[config.mk]
export PLATFORM = sky130hd
export DESIGN_NAME = jtag_ir_dr_path
export DESIGN_NICKNAME = d
export VERILOG_FILES = /design/src/rtl/jtag_pkg.sv /design/src/rtl/jtag_idcode_reg.sv /design/src/rtl/jtag_ir_dr_path.sv
export SDC_FILE = /design/constraint.sdc
export NUM_CORES = 1
export LEC_CHECK = 0
export ABC_AREA = 1
export CORE_AREA = 2 2 39 41
export CTS_BUF_LIST = sky130_fd_sc_hd__clkbuf_2
export DETAILED_ROUTE_END_ITERATION = 10
export DIE_AREA = 0 0 41 43
export PLACE_DENSITY_LB_ADDON = 0.08
export SLEW_MARGIN = 20
export SYNTH_ARGS = -nofsm -noshare
export SYNTH_HDL_FRONTEND = slang
export SYNTH_SLANG_ARGS = --single-unit
[constraint.sdc]
create_clock -name tck -period 1.45 [get_ports tck]
set_input_delay 0.2175 -clock tck [delete_from_list [all_inputs] [get_ports tck]]
set_output_delay 0.2175 -clock tck [all_outputs]
set_load 0.01 [all_outputs]
[src/rtl/jtag_pkg.sv]
// Shared JTAG instruction-path constants: opcodes, default IDCODE and IR capture pattern.
// Opcodes are stored 32 bits wide and truncated to IR_WIDTH by the users.
package jtag_pkg;

   localparam logic [31:0] OP_EXTEST         = 32'h0000_0000;
   localparam logic [31:0] OP_IDCODE         = 32'h0000_0001;
   localparam logic [31:0] OP_SAMPLE_PRELOAD = 32'h0000_0002;
   localparam logic [31:0] OP_BYPASS         = 32'hFFFF_FFFF;

   localparam logic [31:0] DEFAULT_IDCODE    = 32'h1000_0001;
   localparam logic [31:0] IR_CAPTURE        = 32'h0000_0001;

endpackage

[src/rtl/jtag_idcode_reg.sv]
// 32-bit IDCODE data register: parallel capture, LSB-first serial shift, gated by enable.
module jtag_idcode_reg #(
   parameter logic [31:0] CAPTURE_VAL = 32'h1000_0001
) (
   input  logic tck,
   input  logic reset,
   input  logic enable,
   input  logic capture,
   input  logic shift,
   input  logic tdi,
   output logic serialOut
);

   logic [31:0] shiftReg;

   always_ff @(posedge tck or posedge reset) begin
      if (reset) begin
         shiftReg <= CAPTURE_VAL;
      end else if (enable) begin
         if (capture) begin
            shiftReg <= CAPTURE_VAL;
         end else if (shift) begin
            shiftReg <= {tdi, shiftReg[31:1]};
         end
      end
   end

   assign serialOut = shiftReg[0];

endmodule

[src/rtl/jtag_ir_dr_path.sv]
// JTAG instruction register, decode, bypass/IDCODE data registers and negedge TDO retimer.
// Define JTAG_IDCODE_EN to include the IDCODE register and make IDCODE the reset instruction.
module jtag_ir_dr_path
   import jtag_pkg::*;
#(
   parameter int          IR_WIDTH   = 4,
   parameter logic [31:0] IDCODE_VAL = DEFAULT_IDCODE
) (
   input  logic                tck,
   input  logic                reset,
   input  logic                tdi,
   // TAP strobes: each is high for the entire tck cycle spent in its state and
   // acts at the posedge that ends that cycle.
   input  logic                captureIR,
   input  logic                shiftIR,
   input  logic                updateIR,
   input  logic                captureDR,
   input  logic                shiftDR,
   input  logic                updateDR,
   input  logic                select,
   input  logic                tdo_en,
   input  logic                bsr_tdo,
   output logic                tdo,
   output logic                tdo_oe,
   output logic [IR_WIDTH-1:0] instr,
   output logic                extest,
   output logic                sample_preload,
   output logic                bypass_sel,
   output logic                idcode_sel
);

   localparam logic [IR_WIDTH-1:0] opExtest    = OP_EXTEST[IR_WIDTH-1:0];
   localparam logic [IR_WIDTH-1:0] opSample    = OP_SAMPLE_PRELOAD[IR_WIDTH-1:0];
   localparam logic [IR_WIDTH-1:0] opBypass    = OP_BYPASS[IR_WIDTH-1:0];
   localparam logic [IR_WIDTH-1:0] irCapture   = IR_CAPTURE[IR_WIDTH-1:0];
`ifdef JTAG_IDCODE_EN
   localparam logic [IR_WIDTH-1:0] opIdcode    = OP_IDCODE[IR_WIDTH-1:0];
   localparam logic [IR_WIDTH-1:0] instrReset  = opIdcode;
`else
   localparam logic [IR_WIDTH-1:0] instrReset  = opBypass;
`endif

   logic [IR_WIDTH-1:0] irSr;
   logic                bypassBit;
   logic                idcodeBit;
   logic                serialBit;

   always_ff @(posedge tck or posedge reset) begin
      if (reset) begin
         irSr <= '0;
      end else if (captureIR) begin
         irSr <= irCapture;
      end else if (shiftIR) begin
         irSr <= {tdi, irSr[IR_WIDTH-1:1]};
      end
   end

   always_ff @(posedge tck or posedge reset) begin
      if (reset) begin
         instr <= instrReset;
      end else if (updateIR) begin
         instr <= irSr;
      end
   end

   // Unlisted opcodes fall through to BYPASS so exactly one select is high.
   always_comb begin
      extest         = 1'b0;
      sample_preload = 1'b0;
      idcode_sel     = 1'b0;
      bypass_sel     = 1'b0;
      if (instr == opExtest) begin
         extest = 1'b1;
      end else if (instr == opSample) begin
         sample_preload = 1'b1;
`ifdef JTAG_IDCODE_EN
      end else if (instr == opIdcode) begin
         idcode_sel = 1'b1;
`endif
      end else begin
         bypass_sel = 1'b1;
      end
   end

   always_ff @(posedge tck or posedge reset) begin
      if (reset) begin
         bypassBit <= 1'b0;
      end else if (bypass_sel) begin
         if (captureDR) begin
            bypassBit <= 1'b0;
         end else if (shiftDR) begin
            bypassBit <= tdi;
         end
      end
   end

`ifdef JTAG_IDCODE_EN
   jtag_idcode_reg #(
      .CAPTURE_VAL (IDCODE_VAL)
   ) u_idcode (
      .tck       (tck),
      .reset     (reset),
      .enable    (idcode_sel),
      .capture   (captureDR),
      .shift     (shiftDR),
      .tdi       (tdi),
      .serialOut (idcodeBit)
   );

   logic unusedInputs;
   assign unusedInputs = &{1'b0, updateDR};
`else
   assign idcodeBit = 1'b0;

   logic unusedInputs;
   assign unusedInputs = &{1'b0, updateDR, IDCODE_VAL};
`endif

   always_comb begin
      serialBit = bsr_tdo;
      if (select) begin
         serialBit = irSr[0];
      end else if (idcode_sel) begin
         serialBit = idcodeBit;
      end else if (bypass_sel) begin
         serialBit = bypassBit;
      end
   end

   // Negedge retiming gives the downstream device a half cycle of setup before its posedge.
   always_ff @(negedge tck or posedge reset) begin
      if (reset) begin
         tdo    <= 1'b0;
         tdo_oe <= 1'b0;
      end else begin
         tdo    <= serialBit;
         tdo_oe <= tdo_en;
      end
   end

endmodule

==> reports/qor.yml <==
status: "finished, violations left"
violations: "negative setup slack"
via_per_inst: 4.49
synth-simple-area-share_pct: 22.3
grt-ovfl-total: 0
crit_type: "reg2out"
ys_seq_area_share_pct: 55.6
avgSynthCellArea_um2: 9.17
synthTopCellsByCount: "inv_1 (11), nand2_1 (7), dfrtp_1 (5), dfstp_2 (4)"
synth_top_family_by_area: "simple AND/OR/NAND/NOR gates"
cp_top_family: "flip-flops"
ys.flop_type: "dfrtp_1"
regArea_um2: 280
areaGrowthSynthToFinish_pct: 49.9
synthCells: 55
coreArea_um2: 1380
grt_start_max_net_pins: 10
required_ns: 1.23
nets: 97
drcViolationCount: 0
synth-xor-area-share_pct: 0
die_area_um2: 1760
hold_ws_ns: 0.308
track_usage_pct: 13.4
synth_most_common_cell: "inv_1"
io_pins: 22
path_cells: "buf_2"
slew_violations: 0
vdd_drop_max_v: 0.000440
end_kind: "output port"
die_h_um: 43
layout-drive-gt1-share_pct: 39.3
synth_nets: 67
total_leakage_power_nw: 0.374
hpwl_um: 724
async_flop_share_pct: 100
synth_edf_count: 0
cts_tree: "yes"
fp.dieW_um: 41
cp_max_fo: 1
drt_iter0_drc: 2
htreeDepth: 1
num_antenna_cells: 0
routed_wl_um: 961
synthMuxAreaShare_pct: 0
rsz0062_at_grt: "yes"
cp_slowest_cell: "dfrtn_1"
utilization_pct: 54.6
yosysWarnings: 0
clk_latency_ns: 0.25
timing.final.ws_setup_ns: -0.239
dr.pass1.iters: 4
root_buffer: "clkbuf_2"
start_util_pct: 36.4
ant_nets: 0
cp.arrival_ns: 1.47
cts_sinks: 11
cts_hold_buf: 0
wl_per_cell_um: 9.61
hold_path_class: "in2async"
postPlaceCellArea_um2: 759
hold_viol: 0
path_clk_slew_ns: 0.10
multi_input_area_um2: 180
core.rowCount: 14
antenna_found_initial: 0
synth_area_leader_cell: "dfrtp_1"
crit_path_max_incr_delay_ns: 0.39
max_cap_violations: 0
synth_cell_type_count: 22
cts_buffers: 3
place_worst_setup_slack_ns: -0.386
gp_congestion: 0.668
finClkSkew_ns: 0.0151
yosys-top-cells-area: "dfrtp_1 (25%), dfstp_2 (21%), dfrtn_1 (9.9%)"
fin_area_um2: 756
clockBufferDepth: 2
grt_pass1_vias: 386
finalSetupViolCount: 3
synth-compound-area-share_pct: 10.2
port-buffer-count: 19
power.density_nw_per_um2: 889
crit_buf_inv: 1
nFillCells: 144
synth_fa_ha_area_share_pct: 0
vias: 449
grt_pass1_wl_um: 1520
netlist_area_um2: 504
synth_top_cell_area_share_pct: 24.8
ys_ff_latch: 11
startpoint_type: "flip-flop"
==> placed cells by master, fill, tap and decap left out, types with 3 or more instances in the layout <==
cell type / instances
dfstp_2: 4
nand2_1: 7
a21oi_1: 3
clkdlybuf4s50_1: 10
dfrtp_1: 5
inv_1: 11
clkbuf_2: 6
nor2_1: 3
buf_2: 5
buf_4: 7
==> state kept, by name, summed over array words and instances (netlist names) <==
| register | count |
|---|---|
| instr | 4 |
| tdo_oe | 1 |
| tdo | 1 |
| bypassBit | 1 |
| irSr | 4 |
==> power by group <==
group | switching, mW | leakage, nW | internal (mW)
clock network | 0.0988 | 0.0166 | 0.0732
logic | 0.0759 | 0.227 | 0.0778
registers | 0.0116 | 0.130 | 0.335
==> worst paths after layout <==
check | start | slack (ns) | depth (start not counted) | endpoint
worst min-delay path | reset | 0.31 | 3 | bypassBit$_DFFE_PP0P_
worst max register to register | instr[0]$_DFFE_PP1P_ | -0.23 | 5 | tdo$_DFF_NP0_
min in group tck | bypassBit$_DFFE_PP0P_ | 0.48 | 2 | bypassBit$_DFFE_PP0P_
worst max-delay path | tdo$_DFF_NP0_ | -0.24 | 1 | tdo
max in group asynchronous | reset | 0.54 | 2 | tdo_oe$_DFF_NP0_
worst min register to register | bypassBit$_DFFE_PP0P_ | 0.48 | 2 | bypassBit$_DFFE_PP0P_
==> through the flow <==
step                      power (mW)  TNS, ns  std cells
after global routing           0.718   -0.953        100
after global placement         0.519    -1.33         96
after CTS                      0.678   -0.743        100
after floorplan                0.424   -0.291         55
final                          0.672   -0.700        100
after detailed placement       0.520    -1.34         96
==> repair_timing <==
item,in CTS,in global routing
resized for setup,26,7
pin swaps,0,2
buffers inserted,0,0
cloned,0,0
setup endpoints to repair,10,8
==> kinds of logic after synthesis <==
logic type,after synthesis
other,1
AO/OA/AOI/OAI,9
buffers and inverters,14
flip-flops,11
AND/OR/NAND/NOR,20
==> per-layer routing <==
metal	part of all wire, %	GRT usage (%)	wire (um)	up-vias
li1	-	-	-	230
met1	40	16.3	384	202
met2	52	19.4	499	15
met3	6.0	1.57	58	2
met4	2.0	12.0	19	0
met5	0	0	0	-
==> layout make-up <==
type,instances,share of cell area [%]
clock buffer,4,2.65
inverter,13,6.46
tap,16,2.65
sequential,11,37.1
timing repair buffer,26,27.3
multi-input combinational,30,23.8
==> worst reg2reg max path, stage by stage, from the launching register on <==
cell,delay (ns)
dfstp_2,0.55
inv_2,0.05
nand2_4,0.06
nand2_2,0.04
nand3_2,0.05
nand2_2,0.04
Note: power is estimated with default switching activity, not from simulation.
